**src/rtl/spi_ctrl_stream_bridge.sv**
```systemverilog
// Byte-stream bridge for a single-CS SPI controller: host bytes queue in a TX FIFO that drains
// as CS bursts, and every received byte is captured into an RX FIFO popped with valid/ready.
module spi_ctrl_stream_bridge #(
   parameter  int FIFO_DEPTH       = 8,
   parameter  int MAX_BYTES_PER_CS = 1,
   localparam int CW               = $clog2(MAX_BYTES_PER_CS + 1),
   localparam int LW               = $clog2(FIFO_DEPTH + 1)
) (
   input  logic          i_Clk,
   input  logic          i_Rst_L,
   input  logic [7:0]    i_Host_TX_Byte,
   input  logic          i_Host_TX_Valid,
   output logic          o_Host_TX_Ready,
   output logic [7:0]    o_Host_RX_Byte,
   output logic          o_Host_RX_Valid,
   input  logic          i_Host_RX_Ready,
   output logic [LW-1:0] o_TX_Level,
   output logic          o_RX_Overflow,
   input  logic          i_Clear_Ovf,
   output logic [CW-1:0] o_TX_Count,
   output logic [7:0]    o_TX_Byte,
   output logic          o_TX_DV,
   input  logic          i_TX_Ready,
   input  logic          i_RX_DV,
   input  logic [7:0]    i_RX_Byte
);
   localparam int AW = $clog2(FIFO_DEPTH);

   localparam logic [1:0] ST_IDLE  = 2'd0;
   localparam logic [1:0] ST_ISSUE = 2'd1;
   localparam logic [1:0] ST_HOLD  = 2'd2;
   localparam logic [1:0] ST_WAIT  = 2'd3;

   logic [1:0]    state;
   logic [CW-1:0] remaining;
   logic [CW-1:0] burst_len;

   logic [7:0]    tx_mem [FIFO_DEPTH];
   logic [LW-1:0] tx_wptr, tx_rptr, tx_level;
   logic          tx_full, tx_empty, tx_push, tx_pop;

   logic [7:0]    rx_mem [FIFO_DEPTH];
   logic [LW-1:0] rx_wptr, rx_rptr;
   logic          rx_full, rx_valid, rx_push, rx_pop, rx_drop;

   // TX FIFO: the extra pointer bit distinguishes full from empty
   assign tx_level = tx_wptr - tx_rptr;
   assign tx_empty = (tx_wptr == tx_rptr);
   assign tx_full  = (tx_wptr[AW] != tx_rptr[AW]) && (tx_wptr[AW-1:0] == tx_rptr[AW-1:0]);
   assign tx_push  = i_Host_TX_Valid && !tx_full;
   assign tx_pop   = (state == ST_ISSUE);

   always_ff @(posedge i_Clk) begin
      if (tx_push) tx_mem[tx_wptr[AW-1:0]] <= i_Host_TX_Byte;
   end

   always_ff @(posedge i_Clk or negedge i_Rst_L) begin
      if (!i_Rst_L) begin
         tx_wptr <= '0;
         tx_rptr <= '0;
      end else begin
         if (tx_push) tx_wptr <= tx_wptr + LW'(1);
         if (tx_pop)  tx_rptr <= tx_rptr + LW'(1);
      end
   end

   assign o_TX_Level      = tx_level;
   assign o_Host_TX_Ready = !tx_full;

   // A burst only ever claims bytes already queued, so the FIFO cannot run dry mid-burst
   assign burst_len = (int'(tx_level) > MAX_BYTES_PER_CS) ? CW'(MAX_BYTES_PER_CS) : CW'(tx_level);

   always_ff @(posedge i_Clk or negedge i_Rst_L) begin
      if (!i_Rst_L) begin
         state      <= ST_IDLE;
         remaining  <= '0;
         o_TX_Count <= '0;
      end else begin
         case (state)
            ST_IDLE: begin
               if (!tx_empty && i_TX_Ready) begin
                  remaining  <= burst_len;
                  o_TX_Count <= burst_len;
                  state      <= ST_ISSUE;
               end
            end
            ST_ISSUE: begin
               remaining <= remaining - CW'(1);
               state     <= ST_HOLD;
            end
            // the controller needs a cycle to drop TX_Ready after a DV pulse
            ST_HOLD: state <= ST_WAIT;
            ST_WAIT: begin
               if (i_TX_Ready) state <= (remaining != '0) ? ST_ISSUE : ST_IDLE;
            end
            default: state <= ST_IDLE;
         endcase
      end
   end

   assign o_TX_DV   = tx_pop;
   assign o_TX_Byte = tx_pop ? tx_mem[tx_rptr[AW-1:0]] : 8'h00;

   a_no_underflow: assert property (@(posedge i_Clk) disable iff (!i_Rst_L)
                                    (state == ST_ISSUE) |-> !tx_empty);

   // RX FIFO: a pop in the same cycle frees the slot for an incoming byte
   assign rx_valid = (rx_wptr != rx_rptr);
   assign rx_full  = (rx_wptr[AW] != rx_rptr[AW]) && (rx_wptr[AW-1:0] == rx_rptr[AW-1:0]);
   assign rx_pop   = rx_valid && i_Host_RX_Ready;
   assign rx_push  = i_RX_DV && (!rx_full || rx_pop);
   assign rx_drop  = i_RX_DV && rx_full && !rx_pop;

   always_ff @(posedge i_Clk) begin
      if (rx_push) rx_mem[rx_wptr[AW-1:0]] <= i_RX_Byte;
   end

   always_ff @(posedge i_Clk or negedge i_Rst_L) begin
      if (!i_Rst_L) begin
         rx_wptr       <= '0;
         rx_rptr       <= '0;
         o_RX_Overflow <= 1'b0;
      end else begin
         if (rx_push) rx_wptr <= rx_wptr + LW'(1);
         if (rx_pop)  rx_rptr <= rx_rptr + LW'(1);
         if (rx_drop)          o_RX_Overflow <= 1'b1;
         else if (i_Clear_Ovf) o_RX_Overflow <= 1'b0;
      end
   end

   assign o_Host_RX_Valid = rx_valid;
   assign o_Host_RX_Byte  = rx_valid ? rx_mem[rx_rptr[AW-1:0]] : 8'h00;

endmodule

```
**config.mk**
```make
export PLATFORM = sky130hd
export DESIGN_NAME = spi_ctrl_stream_bridge
export DESIGN_NICKNAME = d
export VERILOG_FILES = /design/src/rtl/spi_ctrl_stream_bridge.sv
export SDC_FILE = /design/constraint.sdc
export NUM_CORES = 1
export LEC_CHECK = 0
export ABC_AREA = 1
export CAP_MARGIN = 10
export CORE_MARGIN = 1
export CORE_UTILIZATION = 53
export DETAILED_ROUTE_END_ITERATION = 6
export GPL_TIMING_DRIVEN = 0
export PLACE_DENSITY_LB_ADDON = 0.08
export SLEW_MARGIN = 10
export SYNTH_ARGS = -nofsm -noshare
export SYNTH_HDL_FRONTEND = slang
export SYNTH_SLANG_ARGS = --single-unit
```
**constraint.sdc**
```tcl
create_clock -name i_Clk -period 2.45 [get_ports i_Clk]
set_clock_uncertainty 0.2 [all_clocks]
set_input_delay 0.735 -clock i_Clk [delete_from_list [all_inputs] [get_ports i_Clk]]
set_output_delay 0.735 -clock i_Clk [all_outputs]
set_load 0.005 [all_outputs]
```
Word-level counts from Yosys, hierarchy flattened --
Memories as Yosys holds them, arrays and structs flattened. Index checks and enable logic that the tools add are counted.
Word-level totals: register bits 21, bits in writable memories 128, bits of input ports 23, output and inout port bits 25, word-level logic and storage cells 62, memories kept 2
Cells by class: add/subtract/negate cells 6, order comparisons 1, eq/ne operators 11, multiplexer cells 15, reductions and logical operators 19
Memory list:
- rx_mem | words 8, bits a word 8, read ports 1, clocked after Yosys merged registers in 0, write ports 1, RTL line 42 | logic [7:0] rx_mem [FIFO_DEPTH];
- tx_mem | words 8, bits a word 8, read ports 1, clocked after Yosys merged registers in 0, write ports 1, RTL line 38 | logic [7:0] tx_mem [FIFO_DEPTH];
Operators by type and width (number):
- $add A4 B1 Y4 const B | 4
- $mux W8 | 2
- $mux W1 | 9
- $logic_and A1 B1 Y1 | 8
- $pmux W2 S4 | 1
- $eq A3 B3 Y1 | 2
- $reduce_and A2 Y1 | 3
- $eq A2 B2 Y1 const B | 2
- $eq A4 B4 Y1 | 1
- $gt A4 B1 Y1 const B | 1
- $logic_not A1 Y1 | 4
- $mux W2 | 2
- $ne A2 B2 Y1 const B | 2
- $ne A4 B4 Y1 | 1
- $reduce_bool A2 Y1 | 2
- $sub A4 B4 Y4 | 1
- $eq A2 B1 Y1 const B | 1
- $logic_not A2 Y1 | 1
- $ne A1 B1 Y1 | 2
- $pmux W1 S2 | 1
- $logic_or A1 B1 Y1 | 1
- $sub A1 B1 Y1 const B | 1

Longest topological paths before layout --
Gate-level depths: netlist of the first run.
depth after elaboration 7, mapped depth 10, gate-level depth less buffers 9

Least setup slack after synthesis of the first run --
OpenSTA, ideal clock, no wires.
kind register -> register, from register tx_rptr[2], to memory tx_mem[6][0] (enable), library setup time 383 ps, data arrival time 2114 ps, required time 1867 ps, slack -248 ps, stages on the path, launching flop included 11, path buffers 1, period minus slack after synthesis 2698 ps, cells stage by stage dfrtp_1 -> buf_2 -> clkinv_1 -> ha_1 -> nand2_1 -> nor2_1 -> nand2_1 -> nand2_1 -> inv_1 -> nand2_2 -> nor3_1
Between the ends: longest elaborated chain between the ends 6
RTL lines:
- start, declared | RTL line 39 | logic [LW-1:0] tx_wptr, tx_rptr, tx_level;
- start signal, assigned | RTL line 63 | if (tx_pop) tx_rptr <= tx_rptr + LW'(1);
- $eq A3 B3 Y1 | RTL line 49 | assign tx_full = (tx_wptr[AW] != tx_rptr[AW]) && (tx_wptr[AW-1:0] == tx_rptr[AW-1:0]);
- $logic_and A1 B1 Y1 | RTL line 49
- $logic_not A1 Y1
- net o_Host_TX_Ready | RTL line 13 | output logic o_Host_TX_Ready,
- $logic_and A1 B1 Y1 | RTL line 50 | assign tx_push = i_Host_TX_Valid && !tx_full;
- $mux W1 | RTL line 54 | if (tx_push) tx_mem[tx_wptr[AW-1:0]] <= i_Host_TX_Byte;
- $mux W1 (implied by the code) | RTL line 54
- end, declared | RTL line 38
The timed path passes the listed nets, and every way through them passes these cells.

Final worst setup path of the first run --
from register tx_rptr[0], to output port o_TX_Byte[7]
Between the ends: longest elaborated chain between the ends 2
RTL lines:
- $mem_v2 Z8 W8
- $mux W8 | RTL line 102 | assign o_TX_Byte = tx_pop ? tx_mem[tx_rptr[AW-1:0]] : 8'h00;
- end, declared | RTL line 21 | output logic [7:0] o_TX_Byte,
No other way between the ends.

==> results.rst, run 1 <==
.. list-table::
   :header-rows: 1

   * - Metric
     - Value
   * - Horizontal die dimension
     - 112 µm
   * - Chip Height
     - 112 µm
   * - End-of-flow core utilization
     - between 70% and 80%
   * - Num ports
     - 48
   * - Post-detailed-route count of antenna-violating nets
     - 0
   * - Power Dens Cells
     - 1390 nW/µm²
   * - Maximum vdd ir drop
     - 0.000827 V
   * - Final max-slew violation count
     - 0
   * - CP Data Arrival Time
     - 1950 ps
   * - Least setup slack across all paths after layout
     - -438 ps
   * - Summed instance area of the synthesized netlist
     - 6440 µm²
   * - Number of hold-repair buffers added at the cts stage
     - 0
   * - # fillers
     - 719
   * - TritonCTS clock tree
     - done
   * - Yosys top cell area share
     - 59.7%
   * - Max-capacitance violation count
     - 0
   * - TritonCTS sink count
     - 149
   * - Top fanout value on the critical path
     - 5
   * - Number of buffers created by CTS
     - 17
   * - H-tree Lvls
     - 4
   * - Synth top cells by count
     - edfxtp_1, nor2_1, o21ai_0
   * - Critical Path Sink Type
     - primary output
   * - Number of endpoints with negative hold slack in the final report
     - 0
   * - Share of synthesized registers carrying an async set or reset
     - 14.1%
   * - Setup repair after global routing missed its margin
     - yes
   * - Synthesized area divided by synthesized cell count
     - 11.2 µm²
   * - Category of the worst setup path launch point
     - flip-flop
   * - Number of synthesized flops with an enable pin
     - 128
   * - Cell total after placement
     - around 770
   * - Setup-violating endpoint count in the final report
     - 21
   * - Dominant cell type by area after synthesis
     - edfxtp_1
   * - DRC violation count after routing
     - 3
   * - Violations in the final reports
     - DRC, setup timing
   * - Skew-Pair Late Insertion Delay
     - 430 ps
   * - Top FF cell, synth
     - edfxtp_1
   * - Number of antenna violations at the first check in global routing
     - 0
   * - Final min period
     - 2890 ps
   * - Detailed-route wire length per cell
     - 19.4 µm
   * - Number of vias per cell
     - ~5.7
   * - Wire length after detailed routing
     - 16,300 µm
   * - Buffers on Ports
     - between 40 and 50
   * - CTS Buffer Depth
     - 2
   * - Wire length of the first global-routing pass
     - 24,300 µm
   * - Hold Path Class
     - in2async
   * - Largest net degree at the start of global routing
     - 22
   * - Post-Route Setup TNS
     - -6830 ps
   * - Gate count after technology mapping
     - roughly 580
   * - Share of the clock period used by the worst path after layout
     - 118%
   * - Yosys cell types
     - 29
   * - Slew of the pin with the lowest slew margin
     - 655 ps
   * - Total routing usage reported by global routing
     - a little over a quarter
   * - Headroom to the max-slew limit
     - between 50% and 60%
   * - Most instantiated library cell after synthesis
     - edfxtp_1
   * - Number of antenna diodes
     - 0
   * - Detailed Route Iter0 Violations
     - 352
   * - Total global routing overflow
     - 0
   * - Die Footprint
     - 12,600 µm²
   * - Top cells by area in the synthesized netlist
     - edfxtp_1, dfrtp_1, nor2_1, o21ai_0, nand2_1
   * - Dpl hpwl
     - approximately 9000 µm
   * - Clock-pin slew on the worst setup and hold paths
     - 60 ps
   * - Via count of the first global-routing pass
     - 4,681
   * - Synthesis-to-finish area growth
     - 35.5%
   * - Starting density of the core
     - 55.4%
   * - Leak
     - roughly 3.3 nW
   * - Worst Setup Slack post-DPL
     - -799 ps
   * - Via count of the routed design
     - 4,773
   * - Yosys reg bits
     - 149
   * - Core region area
     - roughly 12,000 µm²
   * - Number of standard cells in the final layout excluding fillers
     - 840
   * - Number of search-and-repair iterations in the first detailed-routing pass
     - 7
   * - Max Clock Freq
     - about 350 MHz
   * - Post-synthesis sequential area ratio
     - 67.9%
   * - Proportion of layout cells with a drive suffix above 1
     - between 30% and 40%
   * - Synthesis warning total
     - 0
   * - Total Nets Final
     - 719
   * - Run status
     - finished with violations
   * - Clock root cell
     - clkbuf_16
   * - Category of the most critical setup path
     - reg2out
   * - Final weighted congestion in routability-driven placement
     - 0.776
   * - Cell row count
     - 39
   * - Worst hold slack
     - roughly 83 ps
   * - Post-synthesis net count
     - just over 600
   * - Worst EP required
     - ~1500 ps
==> what timing repair did <==
action,CTS,global route
buffers inserted,34,7
gates cloned,6,3
pin swaps,37,60
setup endpoints to repair,136,103
resized for setup,255,114
hold endpoints to repair,0,0
==> area by class of cell <==
| type | count | area, µm² | share of cell area [%] |
|---|---|---|---|
| Tap cell | 143 | 179 | 2.05 |
| Inverter | 26 | 135 | 1.55 |
| Clock inverter | 14 | 155 | 1.78 |
| Timing Repair Buffer | 92 | 846 | 9.70 |
| Buffer | 25 | 309 | 3.54 |
| Clock buffer | 18 | 429 | 4.92 |
| Timing Repair inverter | 1 | 11.3 | 0.129 |
| Sequential cell | 149 | 4380 | 50.2 |
| Multi-Input combinational cell | 372 | 2280 | 26.2 |
==> cell usage in the layout, fill, tap and decap left out, types with 9 or more instances in the layout <==
master           Yosys  final
nor2_1             123     75
nand2_1             72     68
inv_1               22     16
edfxtp_1           128    128
o21ai_2              0     19
clkdlybuf4s50_1      0     23
dfrtp_1             21     16
nand3_1             19     17
nor2_2               1     26
o21ai_1             14     52
buf_2               14     19
buf_4                5     30
buf_8                0      9
a21oi_2              0      9
nor2_4               0     23
buf_6                3     19
clkbuf_16            0     20
o21ai_0             92     32
==> per-layer routing <==
| metal | global-route usage [%] | up-vias | part of all wire, % |
|---|---|---|---|
| li1 | - | 2211 | - |
| met3 | 5.89 | 38 | 5.6 |
| met2 | 44.8 | 191 | 53 |
| met1 | 31.7 | 2333 | 39 |
| met5 | 0 | - | 0 |
| met4 | 11.6 | 0 | 2.5 |
==> stage by stage <==
step           instance area [µm²]  total power, W
6_report                      8720          0.0121
5_1_grt                       8720          0.0128
4_1_cts                       8420          0.0114
3_5_place_dp                  7090         0.00755
3_3_place_gp                  7090         0.00747
2_1_floorplan                 6440         0.00598
==> path summary, 6_finish.rpt <==
| kind | start | endpoint | slack (ps) | depth (start not counted) |
|---|---|---|---|---|
| worst max-delay path | tx_rptr[0]$_DFFE_PN0P_ | o_TX_Byte[7] | -440 | 7 |
| worst max register to register | rx_wptr[2]$_DFFE_PN0P_ | rx_mem[7][3]$_DFFE_PP_ | 100 | 8 |
| worst min-delay path | i_Rst_L | tx_wptr[2]$_DFFE_PN0P_ | 80 | 1 |
| worst min register to register | o_TX_Count$_DFFE_PN0P_ | o_TX_Count$_DFFE_PN0P_ | 290 | 2 |
| max in group asynchronous | i_Rst_L | rx_rptr[0]$_DFFE_PN0P_ | 1570 | 1 |
| min in group i_Clk | o_TX_Count$_DFFE_PN0P_ | o_TX_Count$_DFFE_PN0P_ | 290 | 2 |
==> flip-flops by register name (all words and copies together) (netlist names) <==
| name | cells |
|---|---|
| state | 2 |
| rx_rptr | 4 |
| tx_rptr | 4 |
| tx_wptr | 4 |
| o_RX_Overflow | 1 |
| tx_mem | 64 |
| rx_mem | 64 |
| rx_wptr | 4 |
| o_TX_Count | 1 |
| remaining | 1 |
==> worst max-delay path, stage by stage, from the launching register on <==
cell	delay, ps
dfrtp_2	440
buf_12	170
buf_8	130
o21ai_1	110
o22ai_2	210
nand2_1	110
a21oi_2	210
buf_2	150
==> where the power goes <==
group | leakage (nW) | switching (W) | internal [W] | total, W
Sequential | 1.41 | 0.000275 | 0.00326 | 0.00353
Combinational | 1.59 | 0.00332 | 0.00268 | 0.00600
Clock | 0.274 | 0.00106 | 0.00151 | 0.00256
==> cells by family (layout without fill, tap and decap cells) <==
logic type | Yosys count | after routing | synth area share, %
AO/OA/AOI/OAI | 125 | 125 | 9.91
XOR/XNOR | 13 | 13 | 2.00
adder cells (fa/ha/maj) | 12 | 12 | 2.45
buffers and inverters | 54 | 176 | 4.10
flip-flops | 149 | 149 | 67.9
AND/OR/NAND/NOR | 222 | 222 | 13.7
(Power assumes the default switching activity.)
==> run 2, diff against run 1 <==
--- a/config.mk
+++ b/config.mk
@@ -7,9 +7,12 @@
 export LEC_CHECK = 0
 export ABC_AREA = 1
 export CAP_MARGIN = 10
+export CELL_PAD_IN_SITES_DETAIL_PLACEMENT = 1
+export CELL_PAD_IN_SITES_GLOBAL_PLACEMENT = 2
 export CORE_MARGIN = 1
-export CORE_UTILIZATION = 53
+export CORE_UTILIZATION = 38
 export DETAILED_ROUTE_END_ITERATION = 6
+export DONT_BUFFER_PORTS = 1
 export GPL_TIMING_DRIVEN = 0
 export PLACE_DENSITY_LB_ADDON = 0.08
 export SLEW_MARGIN = 10
==> results.rst, run 2 (same netlist as run 1, synthesis figures left out) <==
.. list-table::
   :header-rows: 1

   * - Metric
     - Value
   * - Dpl hpwl
     - approximately 10,000 µm
   * - TritonCTS clock tree
     - done
   * - Starting density of the core
     - 38.8%
   * - Category of the most critical setup path
     - reg2out
   * - Clock root cell
     - clkbuf_16
   * - Max-capacitance violation count
     - 0
   * - Critical Path Most Common Cell
     - nor2_1
   * - Via count of the routed design
     - 4,352
   * - DRC violation count after routing
     - 0
   * - Die Footprint
     - 17,500 µm²
   * - TritonCTS sink count
     - 149
   * - Detailed-route wire length per cell
     - 18.7 µm
   * - Net switching power of the design
     - 0.00434 W
   * - Post-detailed-route count of antenna-violating nets
     - 0
   * - Skew-Pair Late Insertion Delay
     - 430 ps
   * - Via count of the first global-routing pass
     - between 4,000 and 5,000
   * - Total non-filler cell area in the finished layout
     - 8210 µm²
   * - Headroom to the max-slew limit
     - 57.2%
   * - Number of antenna violations at the first check in global routing
     - 0
   * - Setup repair after global routing missed its margin
     - yes
   * - # fillers
     - ~1,800
   * - Horizontal die dimension
     - 132 µm
   * - Final min period
     - ~2700 ps
   * - Cell Int Power
     - 0.00693 W
   * - Num ports
     - 48
   * - Run status
     - finished with violations
   * - CP Data Arrival Time
     - between 1500 and 2000 ps
   * - Share of the clock period used by the worst path after layout
     - 110%
   * - Clock network fraction of total power
     - 23.9%
   * - Commonest non-fill, non-tap cell in the layout
     - edfxtp_1
   * - Maximum vdd ir drop
     - about 0.00068 V
   * - Leak
     - 3.04 nW
   * - Sequential cell fraction of total power
     - about 31%
   * - Slew of the pin with the lowest slew margin
     - 642 ps
   * - Proportion of layout cells with a drive suffix above 1
     - 26.9%
   * - Least setup slack across all paths after layout
     - -242 ps
   * - Worst Setup Slack post-DPL
     - -847 ps
   * - Number of antenna diodes
     - 0
   * - Detailed Route Iter0 Violations
     - 224
   * - Total global routing overflow
     - 0
   * - Total Nets Final
     - roughly 670
   * - Total routing usage reported by global routing
     - 19.4%
   * - Power Dens Cells
     - 1370 nW/µm²
   * - Final weighted congestion in routability-driven placement
     - 0.763
   * - Largest net degree at the start of global routing
     - 22
   * - Cell type of the slowest stage on the worst timing path
     - dfrtp_1
   * - Final max-slew violation count
     - 0
   * - Chip Height
     - 132 µm
   * - Category of the worst setup path launch point
     - flip-flop
   * - Clock-pin slew on the worst setup and hold paths
     - 70 ps
   * - Number of vias per cell
     - 5.04
   * - Switching fraction of total power
     - 38.5%
   * - Post-Route Setup TNS
     - -3890 ps
   * - Wire length after detailed routing
     - 16,200 µm
   * - Max Clock Freq
     - 371 MHz
   * - Worst EP required
     - 1510 ps
   * - Logic pwr share
     - approximately 45%
   * - Core region area
     - between 15,000 and 20,000 µm²
   * - Total cell area at the placement stage
     - 6720 µm²
   * - Setup-violating endpoint count in the final report
     - 21
   * - Number of buffers created by CTS
     - 17
   * - Critical Path Sink Type
     - primary output
   * - Top fanout value on the critical path
     - 9
   * - Cell Chain, Critical Path
     - buf_8 -> buf_4 -> nor2_1 -> nor2_1 -> o21ai_1 -> o21ai_2 -> o21ai_2 -> nor2_1
   * - Worst hold slack
     - 197 ps
   * - CTS Buffer Depth
     - 2
   * - Total power of the final layout
     - 0.0113 W
   * - Buffers on Ports
     - 0
   * - Most frequent cells in the layout
     - edfxtp_1, nor2_1, nand2_1
   * - Number of endpoints with negative hold slack in the final report
     - 0
   * - Violations in the final reports
     - setup timing
   * - Synthesis-to-finish area growth
     - 27.5%
   * - Hold Path Class
     - in2reg
   * - H-tree Lvls
     - 4
   * - Number of search-and-repair iterations in the first detailed-routing pass
     - 4
   * - Maximum cell stage delay along the critical path
     - 420 ps
   * - Cell row count
     - 47
   * - Wire length of the first global-routing pass
     - 25,400 µm
-- run 2: cell types whose count changed in the layout (fill, tap and decap cells not counted), moves of 7 or more --
cell and change:
buf_2 -17, buf_6 -10, clkdlybuf4s50_1 -23, inv_6 +7, nor2_1 +27, nor2_2 -15
nor2_4 -12, o21ai_0 +16, o21ai_1 -11
-- run 2: final cells by class --
type                            count  area (µm²)  share of cell area, %
Clock buffer                       17         425                   5.18
Timing Repair Buffer               36         393                   4.79
Clock inverter                     15         180                   2.20
Buffer                             28         324                   3.95
Inverter                           26         123                   1.49
Multi-Input combinational cell    372        2120                   25.8
Sequential cell                   149        4370                   53.3
Tap cell                          220         275                   3.35
-- run 2: power groups by stage --
stage	Clock (W)	Combinational (W)	Sequential, W
5_1_grt	0.00283	0.00565	0.00352
3_5_place_dp	0	0.00348	0.00353
2_1_floorplan	0	0.00253	0.00345
3_3_place_gp	0	0.00340	0.00352
6_report	0.00269	0.00510	0.00348
4_1_cts	0.00275	0.00480	0.00347
-- run 2: final timing paths --
check	from	endpoint	slack (ps)	cells after the start
hold / removal	i_Host_TX_Byte[5]	tx_mem[0][5]$_DFFE_PP_	200	0
hold reg to reg	o_TX_Count$_DFFE_PN0P_	o_TX_Count$_DFFE_PN0P_	310	2
min in group asynchronous	i_Rst_L	tx_rptr[0]$_DFFE_PN0P_	550	2
max in group asynchronous	i_Rst_L	tx_wptr[1]$_DFFE_PN0P_	1350	2
setup reg to reg	rx_rptr[0]$_DFFE_PN0P_	rx_mem[7][0]$_DFFE_PP_	80	9
setup / recovery	rx_rptr[0]$_DFFE_PN0P_	o_Host_RX_Byte[0]	-240	8
-- run 2: repair_timing --
action                                  in CTS  in global routing
pin swaps                                   30                 18
endpoints found under the setup margin      90                126
endpoints found under the hold margin       21                  0
resized for setup                          139                 46
buffers inserted                            24                  5
cloned                                       4                  1
hold buffers                                 2                  0
-- run 2: per-stage QoR --
step / utilization [%] / std cells
floorplan: - / 575
global placement: 40.5 / 795
detailed placement: 40.5 / 795
CTS: 48.4 / 857
global route: 49.5 / 863
finish: 49.5 / 863
-- run 2: layer usage --
| layer | up-vias | GRT usage, % | wire length [µm] |
|---|---|---|---|
| li1 | 2105 | - | - |
| met5 | - | 0 | 0 |
| met1 | 2163 | 21.7 | 6710 |
| met2 | 61 | 35.6 | 8650 |
| met3 | 23 | 5.11 | 495 |
| met4 | 0 | 7.09 | 303 |
-- run 2: critical path, delay by kind of cell, from the launching register on --
kind / cells / cell delay, ps
AO/OA/AOI/OAI: 3 / 330
buffers and inverters: 2 / 310
AND/OR/NAND/NOR: 3 / 260
flip-flops: 1 / 420
